## src/rtl/toy_bus_pkg.sv

```systemverilog
// ToyBus field widths and packed request/ack payload layouts shared by the
// pipeline slice and its skid buffers.
package toy_bus_pkg;

   localparam int ADDR_W = 32;
   localparam int DATA_W = 32;
   localparam int STRB_W = DATA_W / 8;
   localparam int ID_W   = 4;

   // Request beat, MSB first: {addr, strb, data, opcode, src_id, tgt_id}
   typedef struct packed {
      logic [ADDR_W-1:0] addr;
      logic [STRB_W-1:0] strb;
      logic [DATA_W-1:0] data;
      logic              opcode;
      logic [ID_W-1:0]   src_id;
      logic [ID_W-1:0]   tgt_id;
   } req_t;

   // Ack beat, MSB first: {opcode, data, src_id, tgt_id}
   typedef struct packed {
      logic              opcode;
      logic [DATA_W-1:0] data;
      logic [ID_W-1:0]   src_id;
      logic [ID_W-1:0]   tgt_id;
   } ack_t;

   localparam int REQ_W = $bits(req_t);
   localparam int ACK_W = $bits(ack_t);

endpackage

```

## src/rtl/toy_bus_skid2.sv

```systemverilog
// Generic 2-entry vld/rdy skid buffer. Entry 0 is always the head. Both
// handshake outputs and the payload come straight from flops, so no input
// reaches an output combinationally.
module toy_bus_skid2 #(
   parameter int W = 8
) (
   input  logic         clk,
   input  logic         rst_n,
   input  logic         in_vld,
   output logic         in_rdy,
   input  logic [W-1:0] in_data,
   output logic         out_vld,
   input  logic         out_rdy,
   output logic [W-1:0] out_data
);

   logic [1:0]   occ_r;
   logic [1:0]   occ_nxt_s;
   logic         in_rdy_r;
   logic         out_vld_r;
   logic         push_s;
   logic         pop_s;
   logic [W-1:0] ent0_r;
   logic [W-1:0] ent1_r;

   // Decode handshakes and compute next occupancy.
   always_comb begin
      push_s    = in_vld & in_rdy_r;
      pop_s     = out_vld_r & out_rdy;
      occ_nxt_s = occ_r;
      if (push_s && !pop_s) begin
         occ_nxt_s = occ_r + 2'd1;
      end else if (!push_s && pop_s) begin
         occ_nxt_s = occ_r - 2'd1;
      end else begin
         occ_nxt_s = occ_r;
      end
   end

   // Occupancy and registered handshake flags, derived from next occupancy.
   always_ff @(posedge clk or negedge rst_n) begin
      if (!rst_n) begin
         occ_r     <= 2'd0;
         in_rdy_r  <= 1'b1;
         out_vld_r <= 1'b0;
      end else begin
         occ_r     <= occ_nxt_s;
         in_rdy_r  <= (occ_nxt_s != 2'd2);
         out_vld_r <= (occ_nxt_s != 2'd0);
      end
   end

   // Payload storage; invalid entries are masked by occupancy, so no reset.
   always_ff @(posedge clk) begin
      case (occ_r)
         2'd0: begin
            if (push_s) ent0_r <= in_data;
         end
         2'd1: begin
            if (push_s && pop_s) ent0_r <= in_data;
            else if (push_s)     ent1_r <= in_data;
         end
         2'd2: begin
            if (pop_s) ent0_r <= ent1_r;
         end
         default: begin
            ent0_r <= ent0_r;
         end
      endcase
   end

   assign in_rdy   = in_rdy_r;
   assign out_vld  = out_vld_r;
   assign out_data = ent0_r;

endmodule

```

## src/rtl/toy_bus_dslice_req_ack.sv

```systemverilog
// Registered ToyBus req/ack pipeline slice placed below a 2-channel arbiter.
// Skid buffers on both directions, plus an outstanding-request limiter that
// only ever throttles the request side; acks always flow.
module toy_bus_dslice_req_ack
   import toy_bus_pkg::*;
#(
   parameter  int MAX_OUTST = 4,
   localparam int CNT_W     = $clog2(MAX_OUTST + 1)
) (
   input  logic              clk,
   input  logic              rst_n,
   input  logic              in0_req_vld,
   output logic              in0_req_rdy,
   input  logic [ADDR_W-1:0] in0_req_addr,
   input  logic [STRB_W-1:0] in0_req_strb,
   input  logic [DATA_W-1:0] in0_req_data,
   input  logic              in0_req_opcode,
   input  logic [ID_W-1:0]   in0_req_src_id,
   input  logic [ID_W-1:0]   in0_req_tgt_id,
   output logic              in0_ack_vld,
   input  logic              in0_ack_rdy,
   output logic              in0_ack_opcode,
   output logic [DATA_W-1:0] in0_ack_data,
   output logic [ID_W-1:0]   in0_ack_src_id,
   output logic [ID_W-1:0]   in0_ack_tgt_id,
   output logic              out0_req_vld,
   input  logic              out0_req_rdy,
   output logic [ADDR_W-1:0] out0_req_addr,
   output logic [STRB_W-1:0] out0_req_strb,
   output logic [DATA_W-1:0] out0_req_data,
   output logic              out0_req_opcode,
   output logic [ID_W-1:0]   out0_req_src_id,
   output logic [ID_W-1:0]   out0_req_tgt_id,
   input  logic              out0_ack_vld,
   output logic              out0_ack_rdy,
   input  logic              out0_ack_opcode,
   input  logic [DATA_W-1:0] out0_ack_data,
   input  logic [ID_W-1:0]   out0_ack_src_id,
   input  logic [ID_W-1:0]   out0_ack_tgt_id,
   output logic [CNT_W-1:0]  outst_cnt,
   output logic              outst_err
);

   localparam logic [CNT_W-1:0] MAX_CNT = CNT_W'(MAX_OUTST);

   req_t             req_in_s;
   req_t             req_out_s;
   ack_t             ack_in_s;
   ack_t             ack_out_s;
   logic             req_buf_rdy_s;
   logic             ack_vld_s;
   logic             inc_s;
   logic             dec_s;
   logic [CNT_W-1:0] cnt_r;
   logic [CNT_W-1:0] cnt_nxt_s;
   logic             at_max_r;
   logic             err_r;
   logic             err_nxt_s;

   assign req_in_s = {in0_req_addr, in0_req_strb, in0_req_data,
                      in0_req_opcode, in0_req_src_id, in0_req_tgt_id};
   assign ack_in_s = {out0_ack_opcode, out0_ack_data, out0_ack_src_id, out0_ack_tgt_id};

   // Request slice; upstream valid is masked while the limit is reached.
   toy_bus_skid2 #(.W(REQ_W)) u_req_slice (
      .clk      (clk),
      .rst_n    (rst_n),
      .in_vld   (in0_req_vld & ~at_max_r),
      .in_rdy   (req_buf_rdy_s),
      .in_data  (req_in_s),
      .out_vld  (out0_req_vld),
      .out_rdy  (out0_req_rdy),
      .out_data (req_out_s)
   );

   toy_bus_skid2 #(.W(ACK_W)) u_ack_slice (
      .clk      (clk),
      .rst_n    (rst_n),
      .in_vld   (out0_ack_vld),
      .in_rdy   (out0_ack_rdy),
      .in_data  (ack_in_s),
      .out_vld  (ack_vld_s),
      .out_rdy  (in0_ack_rdy),
      .out_data (ack_out_s)
   );

   // Both terms are flops, so the ready stays free of input paths.
   assign in0_req_rdy = req_buf_rdy_s & ~at_max_r;

   // Outstanding count update: +1 on accepted req, -1 on delivered ack,
   // saturating at zero and flagging an ack that had nothing to retire.
   always_comb begin
      inc_s     = in0_req_vld & in0_req_rdy;
      dec_s     = ack_vld_s & in0_ack_rdy;
      cnt_nxt_s = cnt_r;
      err_nxt_s = err_r;
      if (inc_s && !dec_s) begin
         cnt_nxt_s = cnt_r + {{(CNT_W-1){1'b0}}, 1'b1};
      end else if (!inc_s && dec_s && (cnt_r != {CNT_W{1'b0}})) begin
         cnt_nxt_s = cnt_r - {{(CNT_W-1){1'b0}}, 1'b1};
      end else begin
         cnt_nxt_s = cnt_r;
      end
      if (dec_s && (cnt_r == {CNT_W{1'b0}})) begin
         err_nxt_s = 1'b1;
      end else begin
         err_nxt_s = err_r;
      end
   end

   // Counter, limit flag and sticky error register.
   always_ff @(posedge clk or negedge rst_n) begin
      if (!rst_n) begin
         cnt_r    <= {CNT_W{1'b0}};
         at_max_r <= 1'b0;
         err_r    <= 1'b0;
      end else begin
         cnt_r    <= cnt_nxt_s;
         at_max_r <= (cnt_nxt_s == MAX_CNT);
         err_r    <= err_nxt_s;
      end
   end

   assign in0_ack_vld     = ack_vld_s;
   assign in0_ack_opcode  = ack_out_s.opcode;
   assign in0_ack_data    = ack_out_s.data;
   assign in0_ack_src_id  = ack_out_s.src_id;
   assign in0_ack_tgt_id  = ack_out_s.tgt_id;
   assign out0_req_addr   = req_out_s.addr;
   assign out0_req_strb   = req_out_s.strb;
   assign out0_req_data   = req_out_s.data;
   assign out0_req_opcode = req_out_s.opcode;
   assign out0_req_src_id = req_out_s.src_id;
   assign out0_req_tgt_id = req_out_s.tgt_id;
   assign outst_cnt       = cnt_r;
   assign outst_err       = err_r;

endmodule

```

## config.mk

```make
export PLATFORM = sky130hd
export DESIGN_NAME = toy_bus_dslice_req_ack
export DESIGN_NICKNAME = d
export VERILOG_FILES = /design/src/rtl/toy_bus_pkg.sv /design/src/rtl/toy_bus_skid2.sv /design/src/rtl/toy_bus_dslice_req_ack.sv
export SDC_FILE = /design/constraint.sdc
export NUM_CORES = 1
export LEC_CHECK = 0
export ABC_AREA = 0
export BUFFER_PORTS_ARGS = -buffer_cell sky130_fd_sc_hd__buf_2
export CELL_PAD_IN_SITES_DETAIL_PLACEMENT = 0
export CELL_PAD_IN_SITES_GLOBAL_PLACEMENT = 1
export CORE_MARGIN = 3
export CORE_UTILIZATION = 44
export DETAILED_ROUTE_END_ITERATION = 8
export PLACE_DENSITY_LB_ADDON = 0.1
export SETUP_SLACK_MARGIN = 0.1
export SYNTH_ARGS = -nofsm -noshare
export SYNTH_HDL_FRONTEND = slang
export SYNTH_SLANG_ARGS = --single-unit
```

## constraint.sdc

```tcl
create_clock -name clk -period 6 [get_ports clk]
set_input_delay 0.3 -clock clk [delete_from_list [all_inputs] [get_ports clk]]
set_output_delay 0.3 -clock clk [all_outputs]
set_load 0.03 [all_outputs]
```

# After elaboration in Yosys (flattened, before gate mapping)
# Index checks and enable logic that the tools add are counted.
dict set report op_classes {
  add_sub_neg 6
  eq_ne 13
  reduce_logical 27
  n_bitwise 10
  n_mux 14
}
# cell count
set ops {}
lappend ops {{$mux W77} 3}
lappend ops {{$pmux W77 S3} 1}
lappend ops {{$mux W41} 3}
lappend ops {{$pmux W41 S3} 1}
lappend ops {{$ne A2 B1 Y1 const B} 6}
lappend ops {{$logic_and A1 B1 Y1} 10}
lappend ops {{$reduce_bool A3 Y1} 3}
lappend ops {{$mux W2} 4}
lappend ops {{$reduce_and A4 Y1} 2}
lappend ops {{$and A1 B1 Y1} 7}
lappend ops {{$mux W3} 2}
lappend ops {{$reduce_and A3 Y1} 2}
lappend ops {{$logic_not A1 Y1} 5}
lappend ops {{$add A2 B1 Y2 const B} 2}
lappend ops {{$eq A2 B1 Y1 const B} 2}
lappend ops {{$eq A2 B2 Y1 const B} 2}
lappend ops {{$logic_not A2 Y1} 2}
lappend ops {{$ne A2 B2 Y1 const B} 2}
lappend ops {{$reduce_bool A2 Y1} 2}
lappend ops {{$sub A2 B1 Y2 const B} 2}
lappend ops {{$add A3 B1 Y3 const B} 1}
lappend ops {{$eq A3 B3 Y1 const B} 1}
lappend ops {{$logic_not A3 Y1} 1}
lappend ops {{$not A1 Y1} 3}
lappend ops {{$sub A3 B1 Y3 const B} 1}
dict set report totals {
  word_cells 83
  reg_bits 249
}

# Logic depth before layout (Yosys ltp)
dict set report depth {
  depth_word 9
  mapped_depth 7
  depth_no_buf 7
}

# By module
# Synthesis repeated with hierarchy kept, for this count alone.
dict set report unflattened {
  hier_cells 472
  area_unflattened_um2 9598.0
}
# module area_per_inst_um2 instances seq_area_each_um2 cells_per_inst
set modules_own_cells {}
lappend modules_own_cells {{toy_bus_skid2 (u_req_slice)} 5911.9 1 4725.8 271}
lappend modules_own_cells {{toy_bus_skid2 (u_ack_slice)} 3329.4 1 2563.7 167}
lappend modules_own_cells {toy_bus_dslice_req_ack 356.6 1 125.1 34}

# Worst setup path after synthesis
# No wires, ideal clock.
dict set report synth_path {
  kind {register to register}
  from {register u_req_slice.occ_r[0]}
  to {register u_req_slice.ent0_r[0], in the netlist u_req_slice.out_data[0] (enable)}
  setup_time_ns 0.538
  stages_incl_launch_ff 7
  path_slack_ns 0.469
  arrival_time_ns 4.993
  required_ns 5.462
  cell_sequence {dfrtp_1 -> inv_1 -> ha_1 -> buf_2 -> buf_2 -> a221o_1 -> a21oi_1}
}
dict set report synth_between {
  elab_chain_len 3
  elab_cells_between_ends 8
  cone_classes {eq/ne: 5; reduce/logical: 3}
}
# item line
set synth_lines {}
lappend synth_lines {{start, declared} toy_bus_skid2.sv:17} ;# logic [1:0] occ_r;
lappend synth_lines {{start signal, assigned} toy_bus_skid2.sv:47} ;# occ_r <= occ_nxt_s;
lappend synth_lines {{$eq A2 B2 Y1, or another cell as far along} toy_bus_skid2.sv:55} ;# case (occ_r)
lappend synth_lines {{$ne A2 B1 Y1 (no line) or $reduce_bool A3 Y1 (tied branches)} n/a}
lappend synth_lines {{$reduce_and A4 Y1 (no line) (*)} n/a}
lappend synth_lines {{end signal, assigned} toy_bus_skid2.sv:57} ;# if (push_s) ent0_r <= in_data;
lappend synth_lines {{end signal, assigned} toy_bus_skid2.sv:60} ;# if (push_s && pop_s) ent0_r <= in_data;
lappend synth_lines {{end signal, assigned} toy_bus_skid2.sv:64} ;# if (pop_s) ent0_r <= ent1_r;
lappend synth_lines {{end, declared} toy_bus_skid2.sv:23} ;# logic [W-1:0] ent0_r;
# Mark *: on every way between the ends. The rest lies on a longest branch, timed or not.
# A chain may end at the register's enable or synchronous reset.

# Final worst setup path
dict set report layout_path {
  from {register u_req_slice.occ_r[0]}
  to {register u_req_slice.ent0_r[72], in the netlist u_req_slice.out_data[72] (enable)}
}
# Same word-level chain as after synthesis.

==> impl_metrics.yaml <==
power_and_ir_drop:
  leakagePower_nw: 4.95
  netSwitchingPower_mw: 2.69
  ir_drop_uv: 422
  share_comb_of_total_power_pct: 38.0
  intPower_mw: 4.50
  cellPowerDensity_nw_per_um2: 556
  report.power.total_mw: 7.19
  pwr-share-clk_pct: 21.1
  p_seq_share_pct: 40.9
  swShare_pct: 37.4
flow_run:
  cap_viol_max_count: 0
global_routing:
  use_met3_pct: 5.91
  number_of_antenna_violations_at_the_first_check_in_global_routing: 1
  use_met2_pct: 27.1
  grt_first_pass_wirelength_um: 31700
  grt_overflow_total: 0
  globalRouteMet1Util_pct: 21.6
  grt_use_total_pct: 16.8
  global_route.peak_usage_layer: "met2"
  pin_count_of_the_biggest_net_entering_global_routing: 79
  grt_pass1_vias: 5808
clock_tree:
  clk_pin_slew_worst_paths_ns: 0.06
  cts-buffers-inserted: 27
  cts.path.max_buffers: 3
  cts_max_level: 1
  clock_root_buffer: "sky130_fd_sc_hd__clkbuf_16"
  cts_repair_resize_count: 0
  worst_skew_pair.late_latency_ns: 0.53
  tritoncts: "yes"
  number_of_sinks_driven_by_the_clock_tree: 249
yosys:
  yosys.area.top_type_share_pct: 75.4
  post_synthesis_compound_gate_area_fraction_pct: 0.919
  largest_family_of_logic_cells_by_synthesized_area: "multiplexers"
  synthAdderAreaFrac_pct: 1.92
  synth_seq_cells: 249
  yosys-mux-area-fraction_pct: 14.8
  synth-xor-area-share_pct: 0.466
  netlist.top_cell.by_area: "sky130_fd_sc_hd__edfxtp_1"
  synth_edf_count: 236
  netlist_instances: 453
  share_of_flip_flops_with_an_asynchronous_set_or_reset_pct: 5.22
  synthesis.area_um2: 9400
  synth_cell_types: 35
  yosysMostFrequentCell: "sky130_fd_sc_hd__edfxtp_1"
  sequential_element_share_of_the_synthesized_area_pct: 78.9
  yosys_warnings: 0
  synthTopCellsByArea: "sky130_fd_sc_hd__edfxtp_1, sky130_fd_sc_hd__mux2_2, sky130_fd_sc_hd__dfrtp_1"
  synth-simple-area-share_pct: 1.65
  synthFlopType: "sky130_fd_sc_hd__edfxtp_1"
  syn-num-nets: 588
  synth_area_per_cell_um2: 20.7
  synth.cells.most_frequent: "sky130_fd_sc_hd__edfxtp_1, sky130_fd_sc_hd__mux2_2, sky130_fd_sc_hd__buf_2"
worst_setup_path:
  critPathKind: "reg2reg"
  worst_ep_arrival_ns: 2.99
  crit_path_required_time_ns: 6.14
  worstPathMaxFanout: 78
  critPathLaunchType: "flop"
  setup.worst_path.end_class: "flop"
sta:
  grt_setup_unrepaired: "no"
  hold_violations: 0
  final-setup-viol-count: 0
  final.period_utilization_pct: 47.6
  final_max_slew_viol_count: 0
  worst_pin_slew_ns: 1.11
  crit_path_setup_slack_layout_ns: 3.15
  maxSlewHeadroom_pct: 26.0
  min_tclk_post_route_ns: 2.85
  fin_tns_setup_ns: 0
  clock_skew_ns: 0.0107
  timing.fmax_mhz: 350
cells_and_area:
  area_delta_synth_final_pct: 37.7
  fillCellCount: 1500
  fin_nets: 970
  sequential_cell_area_um2: 7410
  drive_above_1_share_pct: 49.1
  stdcell_area_um2: 12900
  multi_input_combinational_cell_area_um2: 1890
floorplan:
  effective_utilization_at_floorplan_pct: 45.6
  chipHeight_um: 152
  die_width_um: 152
  rows: 52
  design.portCount: 250
  fp.dieArea_um2: 23100
  core_region_area_um2: 20600
place:
  gp_congestion: 0.729
  dpl.hpwl_um: 12500
  detailedPlace.worstSlack_ns: 3.13
  place_area_um2: 10900
  io_buffer_count: 249
routing:
  vias_per_cell: 4.82
  detailedRoute.firstPassIterationCount: 4
  remaining_drc_errors: 0
  routed_wirelength_um: 20000
  drtAntennaViolNets: 0
  drt-initial-drc-count: 255
  drt-wirelength-per-cell_um: 17.8
  vias: 5432
outcome:
  run_status: "complete, no violations"
min_path:
  holdCritPathClass: "in2async"
[cell families (layout without fill, tap and decap cells)]
logic type                 count (synthesis)  count (layout)
AOI/OAI and AO/OA                         12              12
adders and majority gates                 15              15
xor gates and xnor gates                   5               5
DFF                                      249             249
muxes                                    122             122
and+or+nand+nor                           24              24
buffers and inverters                     26             429
other                                      0               1
[area by class of cell]
cell class	instances	area share, %
clock buffer	36	5.48
timing repair buffer	369	18.9
clock inverter	14	0.764
tap	270	2.61
multi-input combinational	178	14.6
sequential	249	57.3
inverter	10	0.290
antenna	1	0.0193
[stage by stage]
stage	hold WS, ns	util, %	std cells
3_5_place_dp	0.210	53.0	957
6_report	0.192	62.7	1127
5_1_grt	0.224	62.7	1127
4_1_cts	0.186	62.7	1126
2_1_floorplan	0.00441	-	453
3_3_place_gp	0.201	53.0	957
[state kept, by name, indices dropped and copies added, names as in the netlist]
register              count
u_req_slice.ent1_r       77
u_req_slice.out_data     77
u_ack_slice.ent1_r       41
u_ack_slice.out_data     41
outst_cnt                 3
u_ack_slice.occ_r         2
u_req_slice.occ_r         2
at_max_r                  1
outst_err                 1
u_ack_slice.in_rdy        1
u_ack_slice.out_vld       1
u_req_slice.in_rdy        1
u_req_slice.out_vld       1
[what timing repair did]
action / in CTS / in global routing
hold buffers: 119 / 0
setup buffers: 0 / 0
hold endpoints to repair: 131 / 0
setup endpoints to repair: 0 / 0
[final timing paths]
| kind | from | to | slack [ns] | cells past startpoint |
|---|---|---|---|---|
| min in group clk | in0_req_vld | u_req_slice.occ_r[0] | 0.26 | 4 |
| worst max register to register | u_req_slice.occ_r[0] | u_req_slice.out_data[72] | 3.15 | 5 |
| worst min-delay path | rst_n | outst_err | 0.19 | 2 |
| worst max-delay path | u_req_slice.occ_r[0] | u_req_slice.out_data[72] | 3.15 | 5 |
| worst min register to register | outst_err | outst_err | 0.45 | 1 |
| max in group asynchronous | rst_n | u_ack_slice.in_rdy | 5.52 | 2 |
[layer usage]
| metal | routed length [µm] | vias to the layer above |
|---|---|---|
| li1 | - | 2540 |
| met1 | 8350 | 2661 |
| met2 | 9580 | 193 |
| met3 | 1600 | 38 |
| met4 | 485 | 0 |
| met5 | 0 | - |
[worst max-delay path, cell delays in order (launching register included)]
cell                      delay [ns]
sky130_fd_sc_hd__dfrtp_1        0.42
sky130_fd_sc_hd__inv_1          0.12
sky130_fd_sc_hd__ha_4           0.48
sky130_fd_sc_hd__a221o_1        0.49
sky130_fd_sc_hd__a21oi_4        0.11
sky130_fd_sc_hd__buf_4          0.78
[power by group through the flow]
stage               sequential [mW]  clock [mW]  combinational [mW]
detailed placement             2.98           0                2.71
finish                         2.94        1.52                2.73
CTS                            2.95        1.56                2.78
floorplan                      3.93           0               0.997
global route                   3.00        1.63                2.91
global placement               2.96           0                2.68
[placed cells by master, fill, tap and decap left out, drive strengths merged, types with 5 or more instances in the layout]
| cell type | n |
|---|---|
| mux2 | 118 |
| xnor2 | 5 |
| ha | 11 |
| dlygate4sd3 | 119 |
| inv | 12 |
| buf | 250 |
| nand2 | 9 |
| dfrtp | 11 |
| edfxtp | 236 |
| clkbuf | 36 |
| clkinv | 10 |
(Power assumes the default switching activity.)
